--- src/rtl/pipe_hazard_ctrl_pkg.sv ---
// Shared types and constants for the 5-stage pipeline control unit.
package pipe_ctrl_pkg;
  typedef logic [2:0] sel_t;
  localparam sel_t SEL_NORMAL = 3'b001;
  localparam sel_t SEL_FLUSH  = 3'b010;
  localparam sel_t SEL_STALL  = 3'b100;

  localparam logic [6:0] OP_LOAD   = 7'b0000011;
  localparam logic [6:0] OP_RTYPE  = 7'b0110011;
  localparam logic [6:0] OP_STORE  = 7'b0100011;
  localparam logic [6:0] OP_BRANCH = 7'b1100011;
  localparam logic [6:0] OP_LUI    = 7'b0110111;
  localparam logic [6:0] OP_AUIPC  = 7'b0010111;
  localparam logic [6:0] OP_JAL    = 7'b1101111;

  typedef logic [1:0] fwd_t;
  localparam fwd_t FWD_RF  = 2'b00;
  localparam fwd_t FWD_MEM = 2'b01;
  localparam fwd_t FWD_WB  = 2'b10;

  typedef enum logic {ST_RUN, ST_TRAP_FLUSH} state_t;

  typedef struct packed {
    logic pc_en;
    sel_t ifid;
    sel_t idex;
    sel_t exmem;
  } ctrl_t;

  function automatic logic uses_rs1(input logic [6:0] opc);
    return !(opc inside {OP_LUI, OP_AUIPC, OP_JAL});
  endfunction

  function automatic logic uses_rs2(input logic [6:0] opc);
    return opc inside {OP_RTYPE, OP_STORE, OP_BRANCH};
  endfunction
endpackage

--- src/rtl/pipe_hazard_ctrl_fwd_unit.sv ---
// EX-operand forwarding comparator; MEM result wins over WB, x0 never forwards.
module fwd_unit
  import pipe_ctrl_pkg::*;
#(
  parameter int NUM_OPS = 2
) (
  input  logic [NUM_OPS-1:0][4:0] rs_ex,
  input  logic [4:0]              rd_mem,
  input  logic [4:0]              rd_wb,
  input  logic                    we_mem,
  input  logic                    we_wb,
  output logic [NUM_OPS-1:0][1:0] fwd_sel
);
  logic mem_ok, wb_ok;
  assign mem_ok = we_mem && (rd_mem != 5'd0);
  assign wb_ok  = we_wb  && (rd_wb  != 5'd0);

  for (genvar i = 0; i < NUM_OPS; i++) begin : g_op
    always_comb begin
      fwd_sel[i] = FWD_RF;
      if (mem_ok && rd_mem == rs_ex[i])     fwd_sel[i] = FWD_MEM;
      else if (wb_ok && rd_wb == rs_ex[i])  fwd_sel[i] = FWD_WB;
    end
  end
endmodule

--- src/rtl/pipe_hazard_ctrl.sv ---
// Pipeline hazard/trap control: stage selects, PC enable, forwarding.
// Optional perf counters enabled by defining HAZARD_PERF_CNT_EN.
module pipe_hazard_ctrl
  import pipe_ctrl_pkg::*;
#(
  parameter int XLEN              = 32,
  parameter int TRAP_FLUSH_CYCLES = 2
) (
  input  logic            clk,
  input  logic            reset,
  input  logic [XLEN-1:0] inst_ID,
  input  logic [XLEN-1:0] inst_Ex,
  input  logic [XLEN-1:0] inst_Mem,
  input  logic [XLEN-1:0] inst_Wb,
  input  logic            reg_write_en_Mem,
  input  logic            reg_write_en_Wb,
  input  logic            branch_taken_Ex,
  input  logic            trap_req,
  input  logic            dmem_ready,
  output logic            pc_en,
  output logic            trap_pc_sel,
  output logic            trap_ack,
  output logic [2:0]      ifid_mux_sel,
  output logic [2:0]      idex_mux_sel,
  output logic [2:0]      exmem_mux_sel,
  output logic [1:0]      fwd_a_sel,
  output logic [1:0]      fwd_b_sel,
  output logic [31:0]     stall_cnt,
  output logic [31:0]     flush_cnt
);
  localparam int CW = (TRAP_FLUSH_CYCLES > 1) ? $clog2(TRAP_FLUSH_CYCLES) : 1;
  localparam logic [CW-1:0] CNT_INIT = CW'(TRAP_FLUSH_CYCLES - 1);

  state_t        state, state_nxt;
  logic [CW-1:0] cnt, cnt_nxt;
  ctrl_t         ctrl;

  logic [6:0] opc_id, opc_ex;
  logic [4:0] rs1_id, rs2_id, rd_ex;
  logic       load_use;

  assign opc_id = inst_ID[6:0];
  assign rs1_id = inst_ID[19:15];
  assign rs2_id = inst_ID[24:20];
  assign opc_ex = inst_Ex[6:0];
  assign rd_ex  = inst_Ex[11:7];

  assign load_use = (opc_ex == OP_LOAD) && (rd_ex != 5'd0) &&
                    ((uses_rs1(opc_id) && rs1_id == rd_ex) ||
                     (uses_rs2(opc_id) && rs2_id == rd_ex));

  // Freeze outranks everything, including the trap flush sequence.
  always_comb begin
    ctrl        = '{pc_en: 1'b1, ifid: SEL_NORMAL, idex: SEL_NORMAL, exmem: SEL_NORMAL};
    trap_ack    = 1'b0;
    trap_pc_sel = 1'b0;
    state_nxt   = state;
    cnt_nxt     = cnt;
    if (reset) begin
      ctrl = '{pc_en: 1'b0, ifid: SEL_FLUSH, idex: SEL_FLUSH, exmem: SEL_FLUSH};
    end else if (!dmem_ready) begin
      ctrl = '{pc_en: 1'b0, ifid: SEL_STALL, idex: SEL_STALL, exmem: SEL_STALL};
    end else begin
      unique case (state)
        ST_RUN: begin
          if (trap_req) begin
            ctrl        = '{pc_en: 1'b1, ifid: SEL_FLUSH, idex: SEL_FLUSH, exmem: SEL_FLUSH};
            trap_ack    = 1'b1;
            trap_pc_sel = 1'b1;
            cnt_nxt     = CNT_INIT;
            state_nxt   = (TRAP_FLUSH_CYCLES > 1) ? ST_TRAP_FLUSH : ST_RUN;
          end else if (branch_taken_Ex) begin
            ctrl = '{pc_en: 1'b1, ifid: SEL_FLUSH, idex: SEL_FLUSH, exmem: SEL_NORMAL};
          end else if (load_use) begin
            ctrl = '{pc_en: 1'b0, ifid: SEL_STALL, idex: SEL_FLUSH, exmem: SEL_NORMAL};
          end
        end
        ST_TRAP_FLUSH: begin
          ctrl    = '{pc_en: 1'b1, ifid: SEL_FLUSH, idex: SEL_FLUSH, exmem: SEL_FLUSH};
          cnt_nxt = cnt - CW'(1);
          if (cnt <= CW'(1)) state_nxt = ST_RUN;
        end
      endcase
    end
  end

  always_ff @(posedge clk) begin
    if (reset) begin
      state <= ST_RUN;
      cnt   <= '0;
    end else begin
      state <= state_nxt;
      cnt   <= cnt_nxt;
    end
  end

  assign pc_en         = ctrl.pc_en;
  assign ifid_mux_sel  = ctrl.ifid;
  assign idex_mux_sel  = ctrl.idex;
  assign exmem_mux_sel = ctrl.exmem;

  logic [1:0][1:0] fwd_raw;
  fwd_unit #(.NUM_OPS(2)) u_fwd (
    .rs_ex   ({inst_Ex[24:20], inst_Ex[19:15]}),
    .rd_mem  (inst_Mem[11:7]),
    .rd_wb   (inst_Wb[11:7]),
    .we_mem  (reg_write_en_Mem),
    .we_wb   (reg_write_en_Wb),
    .fwd_sel (fwd_raw)
  );
  assign fwd_a_sel = reset ? FWD_RF : fwd_raw[0];
  assign fwd_b_sel = reset ? FWD_RF : fwd_raw[1];

`ifdef HAZARD_PERF_CNT_EN
  always_ff @(posedge clk) begin
    if (reset) begin
      stall_cnt <= '0;
      flush_cnt <= '0;
    end else begin
      if (!pc_en)                    stall_cnt <= stall_cnt + 32'd1;
      if (idex_mux_sel == SEL_FLUSH) flush_cnt <= flush_cnt + 32'd1;
    end
  end
`else
  assign stall_cnt = '0;
  assign flush_cnt = '0;
`endif

  // Instruction bits outside the decoded fields.
  logic unused_bits;
  assign unused_bits = ^{inst_ID[XLEN-1:25], inst_ID[14:7], inst_Ex[XLEN-1:25],
                         inst_Ex[14:12], inst_Mem[XLEN-1:12], inst_Mem[6:0],
                         inst_Wb[XLEN-1:12], inst_Wb[6:0]};
endmodule

--- config.mk ---
export PLATFORM = sky130hd
export DESIGN_NAME = pipe_hazard_ctrl
export DESIGN_NICKNAME = d
export VERILOG_FILES = /design/src/rtl/pipe_hazard_ctrl_pkg.sv /design/src/rtl/pipe_hazard_ctrl_fwd_unit.sv /design/src/rtl/pipe_hazard_ctrl.sv
export SDC_FILE = /design/constraint.sdc
export NUM_CORES = 1
export LEC_CHECK = 0
export CAP_MARGIN = 10
export CORE_AREA = 2 2 82 84
export CTS_BUF_LIST = sky130_fd_sc_hd__clkbuf_8
export CTS_CLUSTER_SIZE = 12
export DETAILED_ROUTE_END_ITERATION = 10
export DIE_AREA = 0 0 84 86
export GPL_ROUTABILITY_DRIVEN = 0
export GPL_TIMING_DRIVEN = 0
export PLACE_DENSITY_LB_ADDON = 0.15
export SLEW_MARGIN = 20
export SYNTH_ARGS = -nofsm -noshare
export SYNTH_HDL_FRONTEND = slang
export SYNTH_SLANG_ARGS = --single-unit
export TNS_END_PERCENT = 30
--- constraint.sdc ---
create_clock -name clk -period 2.4 [get_ports clk]
set_input_delay 0.48 -clock clk [delete_from_list [all_inputs] [get_ports clk]]
set_output_delay 0.48 -clock clk [all_outputs]
set_load 0.02 [all_outputs]
==> impl_metrics.json, run 1 <==
{
  "final_common_cell": "buf_4",
  "num_rows": 29,
  "max_stage_delay_ns": 0.50,
  "slew_viol_final": 0,
  "grt_use_total_pct": 8.66,
  "crit_buf_inv": 2,
  "leakagePower_nw": 1.20,
  "drtIter0Drc": 21,
  "rsz0062_at_grt": "yes",
  "core_mm2": 0.00628,
  "detail_route.wirelength_um": 3590,
  "initial_core_util_pct": 17.5,
  "n_antenna_cell": 0,
  "instances_no_fill": 362,
  "multi_input_area_um2": 946,
  "final_cell_mix": "buf_4 (76), conb_1 (64), dlygate4sd2_1 (21)",
  "via_count": 1210,
  "grt_pass1_vias": 1111,
  "holdBufCountCts": 0,
  "fmax_mhz": 391,
  "syn_inst": 148,
  "grt_first_pass_wirelength_um": 5320,
  "ys_types": 27,
  "finalClockSkew_ns": 0,
  "antenna_found_initial": 0,
  "hold_violations": 0,
  "largest-register": "state",
  "cell_internal_pwr_uw": 215,
  "switchingPower_uw": 203,
  "dp_slack_ns": -1.15,
  "avgSynthCellArea_um2": 7.43,
  "vdd_drop_max_v": 0.0000667,
  "seq_area_um2": 20.0,
  "numPortBuffers": 71,
  "netlist_area_mm2": 0.00110,
  "cap_violations": 0,
  "ys_warn_count": 0,
  "failed_checks": "negative setup slack",
  "setup_slack_ns": -0.160,
  "cp-start-kind": "input port",
  "die_w_um": 84,
  "cp_max_fo": 2,
  "crit_slowest_cell": "or4_4",
  "dieArea_mm2": 0.00722,
  "syn_to_final_growth_pct": 103,
  "setup.worst_path.end_class": "output pin",
  "fin_crit_sh_pct": 107,
  "setup_violations": 6,
  "critical_path.top_delay_family": "simple AND/OR/NAND/NOR gates",
  "critPathKind": "in2out",
  "final_nets": 422,
  "arrival_ns": 2.08,
  "power_frac_seq_pct": 4.8,
  "final_util_pct": 35.6,
  "largest_reg_flops": 1,
  "synth_seq_cells": 1,
  "p_clk_share_pct": 0,
  "viasPerCell": 3.34,
  "grt_max_degree": 9,
  "holdWs_ns": 0.573,
  "status": "finished with violations",
  "crit_chain": "clkdlybuf4s50_1 > xor2_1 > or4_4 > nor4_4 > buf_4",
  "combPwrFrac_pct": 95.2,
  "firstDrtPassIters": 2,
  "synth.yosys.seq_area_share_pct": 1.82,
  "p_sw_share_pct": 48.6,
  "clk_pin_slew_ns": 0,
  "fin_crit_ns": 2.56,
  "hold_class": "reg2reg",
  "largestRegisters": "state x1",
  "required_ns": 1.92,
  "drc": 0,
  "dp_hpwl_um": 3230,
  "wire_per_inst_um": 9.93,
  "grt_overflow": 0,
  "dp.cells": 359,
  "power_density_mw_per_mm2": 186,
  "fillCellCount": 691,
  "drive_above_1_share_pct": 40.4,
  "ant_nets": 0,
  "clk_latency_ns": 0,
  "die_h_um": 86,
  "pin_count": 215
}
cell type report:
type,instances,area share [%]
flip-flops and latches,1,0.895
plain buffers,67,22.5
well taps,77,4.31
inverters,1,0.168
repair buffers,74,29.9
multi-input cells,142,42.3
repair_timing:
action	in CTS	in global routing
buffers inserted	3	0
pin swaps	22	12
endpoints found under the setup margin	15	11
resized for setup	139	20
cell families (layout without fill, tap and decap cells):
kind of cell              Yosys count  after routing  synth area share, %
buffers and inverters              68            142                 46.1
and+or+nand+nor                    37             37                 20.2
xor gates and xnor gates           30             30                 23.9
AOI/OAI and AO/OA                  11             11                 7.62
other                               1             64                0.341
DFF                                 1              1                 1.82
power by group through the flow:
stage	sequential [mW]	clock, mW	combinational (mW)
final	0.0198	0	0.397
after global routing	0.0203	0	0.426
after CTS	0.0199	0	0.392
after detailed placement	0.0194	0	0.391
after global placement	0.0193	0	0.390
after floorplan	0.0188	0	0.247
worst reg2reg max path, delay by kind of cell, from the launching register on:
kind,cells,cell delay (ns)
AOI/OAI and AO/OA,1,0.11
DFF,1,0.35
and+or+nand+nor,1,0.26
metrics by stage:
stage                     area [um^2]  power (mW)  setup TNS (ns)
after global placement           2160       0.409          -10.33
final                            2240       0.417          -0.471
after floorplan                  1350       0.266        -0.00546
after detailed placement         2160       0.410          -10.33
after CTS                        2230       0.412          -0.811
after global routing             2240       0.446          -0.908
metal layers:
metal / part of all wire, % / global-route usage, %
met1: 41 / 11.5
met2: 48 / 15.7
met3: 11 / 1.44
met4: 0 / 0
met5: 0 / 0
Yosys cell counts:
cell / number / area [um^2]
a31oi_1: 1 / 6.26
a21o_1: 3 / 22.5
nand2b_1: 2 / 12.5
conb_1: 1 / 3.75
inv_1: 1 / 3.75
nor2b_1: 1 / 6.26
o21ai_0: 3 / 15.0
nand4_1: 3 / 18.8
nor3b_1: 2 / 15.0
o211ai_1: 1 / 7.51
nor2_1: 5 / 18.8
or4_4: 1 / 11.3
or4_1: 5 / 37.5
nand2_1: 3 / 11.3
a2111oi_2: 1 / 15.0
xor2_1: 17 / 149
nor3b_2: 1 / 12.5
nor3_1: 5 / 25.0
buf_4: 67 / 503
nand3_1: 3 / 15.0
xnor2_1: 13 / 114
o21ba_1: 1 / 10.0
and2b_1: 1 / 7.51
or3_1: 1 / 6.26
dfxtp_1: 1 / 20.0
a211oi_1: 1 / 7.51
nor4_1: 4 / 25.0
final timing paths:
path | startpoint | end | slack (ns) | cells after the start
worst max-delay path | inst_Ex[16] | fwd_a_sel[1] | -0.16 | 5
worst min-delay path | state | state | 0.57 | 1
worst max register to register | state | state | 1.63 | 2
worst min register to register | state | state | 0.57 | 1
(Power assumes the default switching activity.)
==> run 2: changes to the inputs <==
- CAP_MARGIN: 10 -> 0
- CORE_AREA: 2 2 82 84 -> 4 4 82 84
- DIE_AREA: 0 0 84 86 -> 0 0 86 88
==> impl_metrics.json, run 2 (synthesis gave the netlist of run 1 again) <==
{
  "status": "finished with violations",
  "failed_checks": "negative setup slack",
  "via_count": 1225,
  "die_w_um": 86,
  "grt_max_degree": 9,
  "core_mm2": 0.00592,
  "wire_per_inst_um": 10.3,
  "grt_pass1_vias": 1058,
  "num_rows": 28,
  "crit_slowest_cell": "or4_4",
  "final_common_cell": "buf_4",
  "vdd_drop_max_v": 0.0000750,
  "drive_above_1_share_pct": 39.5,
  "largestRegisters": "state x1",
  "final_nets": 423,
  "finalClockSkew_ns": 0,
  "crit_chain": "buf_2 > xnor2_1 > nand4_1 > or4_4 > a2111oi_4 > o21ba_1 > buf_6",
  "drtIter0Drc": 22,
  "max_stage_delay_ns": 0.56,
  "viasPerCell": 3.39,
  "fin_crit_ns": 2.51,
  "setup_violations": 5,
  "grt_overflow": 0,
  "power_density_mw_per_mm2": 185,
  "grt_first_pass_wirelength_um": 5200,
  "leakagePower_nw": 1.21,
  "setup_slack_ns": -0.115,
  "hold_violations": 0,
  "fin_tns_setup_ns": -0.287,
  "grt_use_total_pct": 8.23,
  "fmax_mhz": 398,
  "fin_area_mm2": 0.00225,
  "required_ns": 1.92,
  "syn_to_final_growth_pct": 105,
  "cp-start-kind": "input port",
  "hold_class": "reg2reg",
  "firstDrtPassIters": 2,
  "dieArea_mm2": 0.00757,
  "final_cell_mix": "buf_4 (76), conb_1 (64), clkdlybuf4s50_1 (20)",
  "setup.worst_path.end_class": "output pin",
  "n_antenna_cell": 0,
  "numPortBuffers": 71,
  "instances_no_fill": 361,
  "slew_viol_final": 0,
  "antenna_found_initial": 0,
  "largest-register": "state",
  "detail_route.wirelength_um": 3730,
  "initial_core_util_pct": 18.6,
  "dp_hpwl_um": 3370,
  "cap_violations": 0,
  "finalPower_uw": 416,
  "critPathKind": "in2out",
  "pin_count": 215,
  "rsz0062_at_grt": "yes",
  "largest_reg_flops": 1,
  "die_h_um": 88,
  "clk_pin_slew_ns": 0,
  "cp_max_fo": 3,
  "arrival_ns": 2.03,
  "clk_latency_ns": 0,
  "ant_nets": 0,
  "dp.cells": 357,
  "holdBufCountCts": 0,
  "fin_crit_sh_pct": 105,
  "dpl_cell_area_mm2": 0.00216,
  "drc": 0
}
-- run 2: cell types whose count changed in the layout (fill, tap and decap cells not counted), sizes merged --
cell | before | now
dlymetal6s2s | 4 | 5
dlygate4sd1 | 0 | 1
clkdlybuf4s50 | 19 | 20
buf | 88 | 90
clkbuf | 5 | 1
clkdlybuf4s15 | 4 | 11
dlygate4sd2 | 21 | 14
-- run 2: metrics by stage --
stage	hold slack, ns	worst slack [ns]	utilization (%)
after CTS	0.580	-0.209	37.5
final	0.579	-0.115	38.1
after floorplan	0.485	-0.00273	-
after global placement	0.534	-1.08	36.5
after detailed placement	0.545	-1.05	36.5
after global routing	0.613	-0.185	38.1
-- run 2: critical path: cells and delay by family --
family / cells / cell delay, ns
AND/OR/NAND/NOR: 2 / 0.68
buffers and inverters: 2 / 0.24
XOR/XNOR: 1 / 0.12
AO/OA/AOI/OAI: 2 / 0.50
-- run 2: area by class of cell --
cell class	instances	area [um^2]
Buffer	67	503
Fill cell	627	3670
Inverter	1	3.75
Multi-Input combinational cell	142	931
Sequential cell	1	20.0
Tap cell	75	93.8
Timing Repair Buffer	75	702
-- run 2: timing repair --
action	4_1_cts	5_1_grt
buffers inserted	2	2
gates resized for setup	153	11
endpoints found under the setup margin	16	11
pin swaps	21	11
cloned	0	0
-- run 2: worst paths after layout --
path              slack [ns]  cells after the start         from         endpoint
setup / recovery       -0.11                      7  inst_Ex[11]  ifid_mux_sel[2]
hold / removal          0.58                      1        state            state
setup reg to reg        1.60                      2        state            state
hold reg to reg         0.58                      1        state            state
-- run 2: routing by layer --
metal	track usage [%]	up-vias	routed length [um]
li1	-	643	-
met1	11.3	483	1530
met2	12.9	99	1500
met3	3.39	0	706
met4	0	0	0
met5	0	-	0
-- run 2: power breakdown --
group / switching (mW) / total [mW] / internal (mW)
combinational: 0.198 / 0.396 / 0.198
clock: 0 / 0 / 0
sequential: 0.00189 / 0.0199 / 0.0180
total: 0.200 / 0.416 / 0.216
